**config.mk**
```make
export PLATFORM = sky130hd
export DESIGN_NAME = debounce_sync
export DESIGN_NICKNAME = d
export VERILOG_FILES = /design/src/rtl/debounce_pkg.sv /design/src/rtl/sync_ff_chain.sv /design/src/rtl/debounce_sync.sv
export SDC_FILE = /design/constraint.sdc
export NUM_CORES = 1
export LEC_CHECK = 0
export ABC_AREA = 1
export BUFFER_PORTS_ARGS = -buffer_cell sky130_fd_sc_hd__buf_2
export CORE_AREA = 4 4 41 43
export DETAILED_ROUTE_END_ITERATION = 10
export DIE_AREA = 0 0 45 47
export PLACE_DENSITY_LB_ADDON = 0.1
export SLEW_MARGIN = 20
export SYNTH_ARGS = -nofsm -noshare
export SYNTH_HDL_FRONTEND = slang
export SYNTH_SLANG_ARGS = --single-unit
```
**constraint.sdc**
```tcl
create_clock -name clk -period 1.5 [get_ports clk]
set_input_delay 0.15 -clock clk [delete_from_list [all_inputs] [get_ports clk]]
set_output_delay 0.15 -clock clk [all_outputs]
set_load 0.02 [all_outputs]
```
**src/rtl/debounce_pkg.sv**
```systemverilog
// debounce_pkg
//   Shared definitions for the debounce_sync slice: FSM state encoding and
//   default parameter values. Imported by debounce_sync and the bench.
package debounce_pkg;

    // Two-bit encoding; bit 1 mirrors the level currently presented on Q
    // once the FSM is in a STABLE state.
    typedef enum logic [1:0] {
        STABLE_LOW  = 2'b00,
        WAIT_HIGH   = 2'b01,
        STABLE_HIGH = 2'b11,
        WAIT_LOW    = 2'b10
    } state_t;

    localparam int unsigned DEF_SYNC_STAGES     = 2;
    localparam int unsigned DEF_DEBOUNCE_CYCLES = 4;

endpackage

```
**src/rtl/sync_ff_chain.sv**
```systemverilog
// sync_ff_chain
//   Multi-flop synchroniser for a single asynchronous level.
//   Ports:
//     clk  - system clock, rising edge
//     rst  - asynchronous active-low reset, clears every stage
//     d    - asynchronous input level
//     q    - synchronised level (last stage of the chain)
module sync_ff_chain #(
    parameter int unsigned SYNC_STAGES = 2
) (
    input  logic clk,
    input  logic rst,
    input  logic d,
    output logic q
);

    logic [SYNC_STAGES-1:0] chain;

    always_ff @(posedge clk or negedge rst) begin
        if (!rst) begin
            chain <= '0;
        end else begin
            chain <= {chain[SYNC_STAGES-2:0], d};
        end
    end

    assign q = chain[SYNC_STAGES-1];

endmodule

```
**src/rtl/debounce_sync.sv**
```systemverilog
// debounce_sync
//   Synchronises a raw bouncing level and only lets a new level through to
//   Q after it has been seen for DEBOUNCE_CYCLES consecutive synchronised
//   samples.
//   Ports:
//     clk   - system clock, rising edge
//     rst   - asynchronous active-low reset
//     D     - raw asynchronous input level
//     Q     - registered, debounced level
//     busy  - registered, high while a candidate level is being qualified
module debounce_sync
    import debounce_pkg::*;
#(
    parameter int unsigned SYNC_STAGES     = DEF_SYNC_STAGES,
    parameter int unsigned DEBOUNCE_CYCLES = DEF_DEBOUNCE_CYCLES
) (
    input  logic clk,
    input  logic rst,
    input  logic D,
    output logic Q,
    output logic busy
);

    localparam int unsigned CNT_W = $clog2(DEBOUNCE_CYCLES) + 1;
    localparam logic [CNT_W-1:0] CNT_LAST = CNT_W'(DEBOUNCE_CYCLES - 1);

    logic             s;
    state_t           state, state_next;
    logic [CNT_W-1:0] cnt, cnt_next;
    logic             q_reg, q_next;
    logic             busy_reg, busy_next;

    sync_ff_chain #(
        .SYNC_STAGES(SYNC_STAGES)
    ) u_sync (
        .clk(clk),
        .rst(rst),
        .d  (D),
        .q  (s)
    );

    always_ff @(posedge clk or negedge rst) begin
        if (!rst) begin
            state    <= STABLE_LOW;
            cnt      <= '0;
            q_reg    <= 1'b0;
            busy_reg <= 1'b0;
        end else begin
            state    <= state_next;
            cnt      <= cnt_next;
            q_reg    <= q_next;
            busy_reg <= busy_next;
        end
    end

    // The sample that starts a WAIT state counts as the first one, so the
    // exit compare is against DEBOUNCE_CYCLES-1 and cnt never wraps.
    always_comb begin
        state_next = state;
        cnt_next   = '0;
        q_next     = q_reg;
        unique case (state)
            STABLE_LOW: begin
                if (s) begin
                    state_next = WAIT_HIGH;
                    cnt_next   = CNT_W'(1);
                end
            end
            WAIT_HIGH: begin
                if (!s) begin
                    state_next = STABLE_LOW;
                end else if (cnt == CNT_LAST) begin
                    state_next = STABLE_HIGH;
                    q_next     = 1'b1;
                end else begin
                    cnt_next = cnt + CNT_W'(1);
                end
            end
            STABLE_HIGH: begin
                if (!s) begin
                    state_next = WAIT_LOW;
                    cnt_next   = CNT_W'(1);
                end
            end
            WAIT_LOW: begin
                if (s) begin
                    state_next = STABLE_HIGH;
                end else if (cnt == CNT_LAST) begin
                    state_next = STABLE_LOW;
                    q_next     = 1'b0;
                end else begin
                    cnt_next = cnt + CNT_W'(1);
                end
            end
            default: begin
                state_next = STABLE_LOW;
                q_next     = 1'b0;
            end
        endcase
        busy_next = (state_next == WAIT_HIGH) || (state_next == WAIT_LOW);
    end

    assign Q    = q_reg;
    assign busy = busy_reg;

endmodule

```
==> results of run 1 <==
-- critical path, cell delays in order, from the launching register on --
cell	delay (ns)
dfrtp_1	0.39
ha_1	0.21
nand2_1	0.18
nand2_1	0.10
nand2_1	0.06
nand3_1	0.06
nand2_1	0.07
-- path summary, 6_finish.rpt --
check,startpoint,to,slack [ns],cells after the start
worst max register to register,cnt[0],cnt[0],0.37,6
worst min-delay path,rst,cnt[1],0.26,2
worst max-delay path,cnt[0],cnt[0],0.37,6
max in group asynchronous,rst,busy,1.05,2
worst min register to register,u_sync.chain[0],u_sync.chain[1],0.36,0
min in group clk,u_sync.chain[0],u_sync.chain[1],0.36,0
-- layout by cell type (no fill, tap or decap) --
| cell | instances |
|---|---|
| inv_1 | 6 |
| clkbuf_4 | 3 |
| nand2_1 | 9 |
| nand3_1 | 4 |
| or2_1 | 1 |
| dlygate4sd3_1 | 2 |
| o21ai_0 | 2 |
| buf_2 | 4 |
| dfrtp_1 | 9 |
| clkbuf_1 | 1 |
| o211ai_1 | 2 |
| nor2_1 | 1 |
| nor3_1 | 2 |
| ha_1 | 1 |
-- cell type report --
class                           count  share of cell area, %
Inverter                            6                   5.07
Clock buffer                        4                   5.92
Tap cell                           15                   4.23
Sequential cell                     9                   50.7
Multi-Input combinational cell     22                   25.1
Timing Repair Buffer                6                   9.01
-- kinds of logic after synthesis --
logic type / share of synthesized area (%)
simple gates: 20.3
flops: 62.1
buf+inv: 7.24
compound gates: 6.90
fa+ha+maj: 3.45
-- power groups by stage --
stage	Clock, mW	Combinational [mW]	Sequential, mW
final	0.194	0.191	0.335
after global placement	0	0.190	0.336
after global routing	0.215	0.215	0.344
after floorplan	0	0.103	0.367
after CTS	0.201	0.195	0.337
after detailed placement	0	0.190	0.342
-- metrics by stage --
stage | setup slack (ns) | cells | utilization (%) | area (um^2) | hold slack, ns
2_1_floorplan | 0.481 | 38 | - | 363 | -0.146
3_3_place_gp | 0.384 | 56 | 30.6 | 398 | 0.0124
3_5_place_dp | 0.371 | 56 | 30.6 | 398 | 0.0144
4_1_cts | 0.365 | 62 | 34.1 | 444 | 0.265
5_1_grt | 0.260 | 62 | 34.1 | 444 | 0.279
6_report | 0.373 | 62 | 34.1 | 444 | 0.262
-- layer usage --
layer  GRT usage (%)  up-vias  part of all wire (%)
met2            11.0        3                    46
li1                -      138                     -
met1            9.11      120                    51
met3            3.45        0                   3.6
met5               0        -                     0
met4            5.26        0                     0
-- timing repair --
action | CTS | global route
hold buffers | 2 | 0
gates resized for setup | 0 | 0
endpoints found under the setup margin | 0 | 0
buffers inserted | 0 | 0
hold endpoints to repair | 10 | 0
==> metrics.txt, run 1 <==
Post-synth EDFFs 0; Core Area 1300 um^2; Slew HR 86.1%; max reg flops 3; final hold violation count 0; crit-path max FO 7; port bufs 4; vias in the first global route 260; first-pass GRT wire length about 1100 um; Largest Register cnt; Critical Path AT 1.33 ns; Final ANT Viol Nets 0; Post-Syn Area ~360 um^2; die height 47 um; Final min period 1.13 ns; Worst Hold Class in -> async; H-tree depth 1; Initial Util 27.9%; dominant synthesized flop cell dfrtp_1; Synth Instances 38; synth unique cells 11; # DRC 0; highest clock rate 887 MHz; switching share of power 33.9%; Die X 45 um; share of power burned in registers 46.6%; TritonRoute pass-1 iters 2; I/O pin cnt 5; pwr dens ~1600 nW/um^2; Final Cycle Share 75.2%; Synth top cells by count dfrtp_1 (9), nand2_1 (9), inv_1 (6); Mapped Nets 42; CP Capture Type flop; largest net degree at the start of global routing 10; Clk pwr share a little over a quarter; dominant cell type by area after synthesis dfrtp_1; Pwr Total slightly above 0.7 mW; LEAKAGE 0.228 nW; worst skew pair latency 0.26 ns; skew final ~0.0052 ns; Final nets 52; syn_area_per_cell 9.55 um^2; Final setup viols 0; setup tns final 0 ns; Yosys top cell area share 62.1%; unrepaired setup endpoints after global routing no; GRT overflow 0; Post-Route WL 615 um; Clock Tree Buf Depth 2; logic gate share of total power between 20% and 30%; worst vdd ir 0.482 mV; wire length per cell 9.92 um; Yosys Warn Count 0; share of cells above drive strength 1 between 10% and 20%; crit path kind reg -> reg; die area 2120 um^2; max-slew violation count 0; Routability Congestion 0.682; area taken by flip-flops and latches roughly 230 um^2; Multi-input gate area 111 um^2; outcome finished, final reports clean; Fillers about 140; Post-synth ARST share 100%; # diodes 0; largest cells by area after synthesis dfrtp_1 (62%), nand2_1 (9.3%), inv_1 (6.2%); cts bufs inserted 3; MaxCap Viol Count 0; area grow syn2layout 22.4%; initial antenna violation count 0; Num Clock Sinks 9; sequential area share after synthesis 62.1%; Clock transition at path regs roughly 0.070 ns; CTS Root Cell clkbuf_4; CTS tree built; top flop regs cnt: 3 flops, state: 2 flops, u_sync.chain: 2 flops; via/cell ratio 4.21; 1st-iter DRT viols 6; internal power 0.476 mW; data required time of the worst path approximately 1.7 ns; via count 261; Psw 0.244 mW; num rows 13; worst slew pin tran 0.209 ns; Detail Placement HPWL 476 um; crit start category flop; Yosys reg bits 9; GRT Total Usage 7.66%
(Power assumes the default switching activity.)
==> run 2, diff against run 1 <==
==> constraint.sdc (replaced) <==
create_clock -name clk -period 0.92 [get_ports clk]
set_input_delay 0.092 -clock clk [delete_from_list [all_inputs] [get_ports clk]]
set_output_delay 0.092 -clock clk [all_outputs]
set_load 0.02 [all_outputs]
==> metrics.txt, run 2 (synthesis gave the netlist of run 1 again) <==
Worst Hold Class in -> async; slowest stage cell on the critical path dfrtp_1; most common cell after layout, fill and taps aside dfrtp_1; Clock Tree Buf Depth 2; # DRC 0; port bufs 4; unrepaired setup endpoints after global routing yes; final core occ 38.8%; delay-heaviest family, CP flip-flops; Final ANT Viol Nets 0; met2 GRT Util 13.6%; CTS tree built; I/O pin cnt 5; setup tns final -0.226 ns; 1st-iter DRT viols 5; met3 GRT Util 2.30%; Core Area 1300 um^2; most frequent cells in the layout dfrtp_1 (9), nand2_1 (7), inv_1 (6); Clk pwr share 23.5%; final non-filler cell total 67; wire length per cell 9.82 um; crit-path max FO 7; data required time of the worst path 1.10 ns; via/cell ratio 4.42; area taken by flip-flops and latches around 230 um^2; share of cells above drive strength 1 between 20% and 30%; CP Capture Type flop; worst skew pair latency between 0.2 and 0.3 ns; num rows 13; crit path kind reg -> reg; worst vdd ir about 0.97 mV; via count 296; Critical Path AT 1.17 ns; max reg flops 3; Die X 45 um; GRT Total Usage 8.53%; die height between 40 and 50 um; max-slew violation count 0; largest net degree at the start of global routing 10; outcome complete, but fails checks; Psw 0.419 mW; H-tree depth 1; area grow syn2layout 39.0%; Fillers 139; logic gate share of total power approximately 33%; internal power 0.849 mW; Initial Util ~28%; Final min period a little under 1 ns; TritonRoute pass-1 iters 4; top flop regs cnt: 3 flops, state: 2 flops, u_sync.chain: 2 flops; Max stage delay on crit path 0.39 ns; Slew HR between 80% and 90%; Num Clock Sinks 9; GR met1 Demand/Resource 8.86%; violated checks negative setup slack; crit start category flop; pwr dens approximately 2500 nW/um^2; sum of buffers and inverters on the critical path 0; first-pass GRT wire length 1200 um; vias in the first global route about 320; Final setup viols 4; # diodes 0; Routability Congestion about 0.67; Final Cycle Share 108%; Final nets 57; switching share of power 33.0%; highest clock rate roughly 1000 MHz; Post-Route WL 658 um; CTS Root Cell clkbuf_4; share of power burned in registers between 40% and 50%; LEAKAGE about 0.25 nW; Clock transition at path regs 0.06 ns; CP Cell Sequence ha_4, nand2_4, or2_1, o21ai_1; worst slew pin tran between 0.15 and 0.2 ns; cts bufs inserted 3; MaxCap Viol Count 0; Placed Cells incl. Taps 61; Multi-input gate area 134 um^2; Reg2Reg Setup Slack -0.07 ns; Largest Register cnt; skew final approximately 0.0011 ns; die area 2120 um^2; gr busiest metal met2; GRT overflow 0; setup bufs post-CTS 0; Worst Slack Setup Final -0.0697 ns; final hold violation count 0; initial antenna violation count 0
## run 2: layer usage
layer	wire [um]	share of wire (%)	up-vias
met1	290	44	139
met4	0	0	0
li1	-	-	150
met5	0	0	-
met2	325	49	7
met3	42	6.4	0
## run 2: final cells by class
class                           instances  area share [%]
Tap cell                               15            3.72
Sequential cell                         9            44.7
Multi-Input combinational cell         22            26.6
Clock buffer                            4            5.21
Inverter                                6            4.47
Timing Repair Buffer                   11            15.4
## run 2: repair_timing
| action | CTS | global route |
|---|---|---|
| endpoints found under the setup margin | 6 | 6 |
| endpoints found under the hold margin | 10 | 0 |
| resized for setup | 1 | 2 |
| hold buffers | 2 | 0 |
| pin swaps | 1 | 4 |
## run 2: final timing paths
kind / start / endpoint / cells past startpoint
worst max register to register: cnt[0] / state[1] / 4
worst max-delay path: cnt[0] / state[1] / 4
max in group asynchronous: rst / u_sync.chain[0] / 2
min in group clk: u_sync.chain[0] / u_sync.chain[1] / 0
worst min-delay path: rst / Q / 2
worst min register to register: u_sync.chain[0] / u_sync.chain[1] / 0
## run 2: power groups by stage
stage | Clock [mW] | Combinational (mW) | Sequential (mW)
floorplan | 0 | 0.174 | 0.599
global placement | 0 | 0.383 | 0.539
detailed placement | 0 | 0.386 | 0.551
CTS | 0.320 | 0.400 | 0.542
global route | 0.348 | 0.481 | 0.558
finish | 0.298 | 0.417 | 0.552
## run 2: through the flow
stage | hold WS, ns | setup slack [ns] | area, um^2 | total power [mW]
after floorplan | -0.204 | -0.0111 | 368 | 0.773
after global placement | -0.0478 | -0.0890 | 440 | 0.922
after detailed placement | -0.0436 | -0.112 | 440 | 0.936
after CTS | 0.208 | -0.105 | 492 | 1.26
after global routing | 0.226 | -0.125 | 504 | 1.39
final | 0.210 | -0.0697 | 504 | 1.27
==> run 3, diff against run 2 <==
--- a/config.mk
+++ b/config.mk
@@ -14,4 +14,5 @@
 export SLEW_MARGIN = 20
 export SYNTH_ARGS = -nofsm -noshare
 export SYNTH_HDL_FRONTEND = slang
+export SYNTH_HIERARCHICAL = 1
 export SYNTH_SLANG_ARGS = --single-unit
==> metrics.txt, run 3 <==
Yosys reg bits 9; Worst path most repeated cell nor2_1; sum of buffers and inverters on the critical path 1; top flop regs cnt: 3 flops, state: 2 flops, u_sync/chain: 2 flops; first-pass GRT wire length 1300 um; LEAKAGE approximately 0.28 nW; post-synthesis xor/xnor area fraction 0%; initial antenna violation count 0; max reg flops 3; dominant cell type by area after synthesis dfrtp_1; Final Cycle Share 109%; Final min period 1.00 ns; crit path kind reg -> reg; sequential area share after synthesis 57.5%; Clock transition at path regs 0.06 ns; Synth Instances 46; Mapped Nets 50; 1st-iter DRT viols 4; worst vdd ir 1.05 mV; violated checks negative setup slack; Compound-Gate Fraction of Synth Area 0%; Largest Register cnt; Synth top cells by count nand2_1 (16), dfrtp_1 (9), inv_1 (6), nor2_1 (6), nand3_1 (3); Post-synth EDFFs 0; unrepaired setup endpoints after global routing yes; CTS Root Cell clkbuf_4; Multi-input gate area 156 um^2; most common cell in the synthesized netlist nand2_1; post-synthesis mux area share 0%; die height between 40 and 50 um; Detail Placement HPWL 523 um; Final setup viols 4; via/cell ratio between 4 and 5; Yosys top cell area share 57.5%; GRT Total Usage 8.92%; most common cell after layout, fill and taps aside nand2_1; num rows 13; Num Clock Sinks 9; Post-Synth Adder-Cell Area 3.19%; dominant synthesized flop cell dfrtp_1; MaxCap Viol Count 0; vias in the first global route between 300 and 400; CP Capture Type flop; crit-path max FO 3; Critical Path AT 1.15 ns; Yosys Warn Count 6; CP Cell Sequence ha_2, nand2_4, inv_4, nand2_2, nor2_1, nor2_1; area grow syn2layout 37.4%; Fillers 145; GRT overflow 0; Die X 45 um; max-slew violation count 0; via count roughly 310; highest clock rate 995 MHz; pwr dens 2390 nW/um^2; Slew HR 86.7%; largest net degree at the start of global routing 10; final core occ 41.3%; H-tree depth 1; TritonRoute pass-1 iters 4; port bufs 4; share of cells above drive strength 1 41.7%; Post-Route WL 685 um; Max stage delay on crit path around 0.34 ns; worst skew pair latency 0.26 ns; slowest stage cell on the critical path dfrtp_1; Post-synth ARST share 100%; outcome complete, but fails checks; cts bufs inserted 3; largest cells by area after synthesis dfrtp_1 (58%), nand2_1 (15%), inv_1 (5.8%); CTS tree built; worst slew pin tran 0.200 ns; # DRC 0; Core Area 1300 um^2; Post-Syn Area 392 um^2; Final nets 65; Routability Congestion 0.736; data required time of the worst path ~1.1 ns; syn_area_per_cell approximately 8.5 um^2; Worst Hold Class in -> async; area taken by flip-flops and latches about 230 um^2; crit start category flop; Synth Area in Simple Gates 29.7%; synth unique cells 10; # diodes 0; skew final 0.00543 ns; Worst Slack Setup Final -0.0849 ns; most frequent cells in the layout nand2_1 (13), dfrtp_1 (8), buf_4 (6); Initial Util between 30% and 40%; I/O pin cnt 5; Final ANT Viol Nets 0; delay-heaviest family, CP flip-flops; main combinational cell family by area after synthesis simple AND/OR/NAND/NOR gates; final hold violation count 0; Clock Tree Buf Depth 2; die area ~2100 um^2; wire length per cell 9.13 um; WHS 0.211 ns
[run 3: cell types whose count changed in the layout (fill, tap and decap cells not counted), moves of 2 or more]
| cell | change |
|---|---|
| nor2_1 | +4 |
| inv_1 | -2 |
| o211ai_1 | -2 |
| nor3_1 | -2 |
| nand3_1 | -2 |
| nand2_2 | +3 |
| nand2_1 | +6 |
[run 3: what timing repair did]
item / CTS / global route
gates resized for setup: 4 / 6
pin swaps: 4 / 4
setup endpoints to repair: 4 / 6
setup buffers: 1 / 1
hold buffers: 2 / 0
endpoints found under the hold margin: 10 / 0
[run 3: layout make-up]
| class | instances | area share (%) |
|---|---|---|
| Tap cell | 15 | 3.49 |
| Inverter | 6 | 4.65 |
| Timing Repair Buffer | 12 | 15.8 |
| Sequential cell | 9 | 42.1 |
| Clock buffer | 4 | 4.88 |
| Multi-Input combinational cell | 29 | 29.1 |
[run 3: kinds of logic after synthesis]
group / count (synthesis)
AND/OR/NAND/NOR: 28
flip-flops: 9
buffers and inverters: 8
adder cells (fa/ha/maj): 1
[run 3: per-stage QoR]
step | cell area [um^2] | setup slack, ns | instances | TNS (ns) | power (mW)
finish | 538 | -0.0849 | 75 | -0.222 | 1.29
detailed placement | 450 | -0.0984 | 67 | -0.233 | 0.921
CTS | 508 | -0.0796 | 74 | -0.201 | 1.25
floorplan | 397 | -0.00655 | 46 | -0.00697 | 0.782
global placement | 450 | -0.0649 | 67 | -0.142 | 0.908
global route | 538 | -0.136 | 75 | -0.598 | 1.42
[run 3: per-layer routing]
layer | global-route usage [%] | vias to the layer above | share of wire, %
met2 | 12.7 | 7 | 51
met4 | 1.75 | 0 | 0
met1 | 10.7 | 142 | 41
met3 | 6.90 | 0 | 7.9
met5 | 0 | - | 0
li1 | - | 163 | -
[run 3: worst paths after layout]
kind	endpoint	cells after the start	start	slack (ns)
min reg2reg	u_sync/chain[1]	0	u_sync/chain[0]	0.35
max reg2reg	state[1]	6	cnt[0]	-0.08
min	cnt[2]	2	rst	0.21
min in group clk	u_sync/chain[1]	0	u_sync/chain[0]	0.35
max in group asynchronous	u_sync/chain[1]	2	rst	0.52
max	state[1]	6	cnt[0]	-0.08
[run 3: where the power goes]
group,total [mW],internal [mW],switching (mW),leakage (nW)
clock network,0.297,0.167,0.130,0.0150
registers,0.542,0.490,0.0523,0.111
logic,0.448,0.204,0.244,0.151
total,1.29,0.861,0.427,0.277
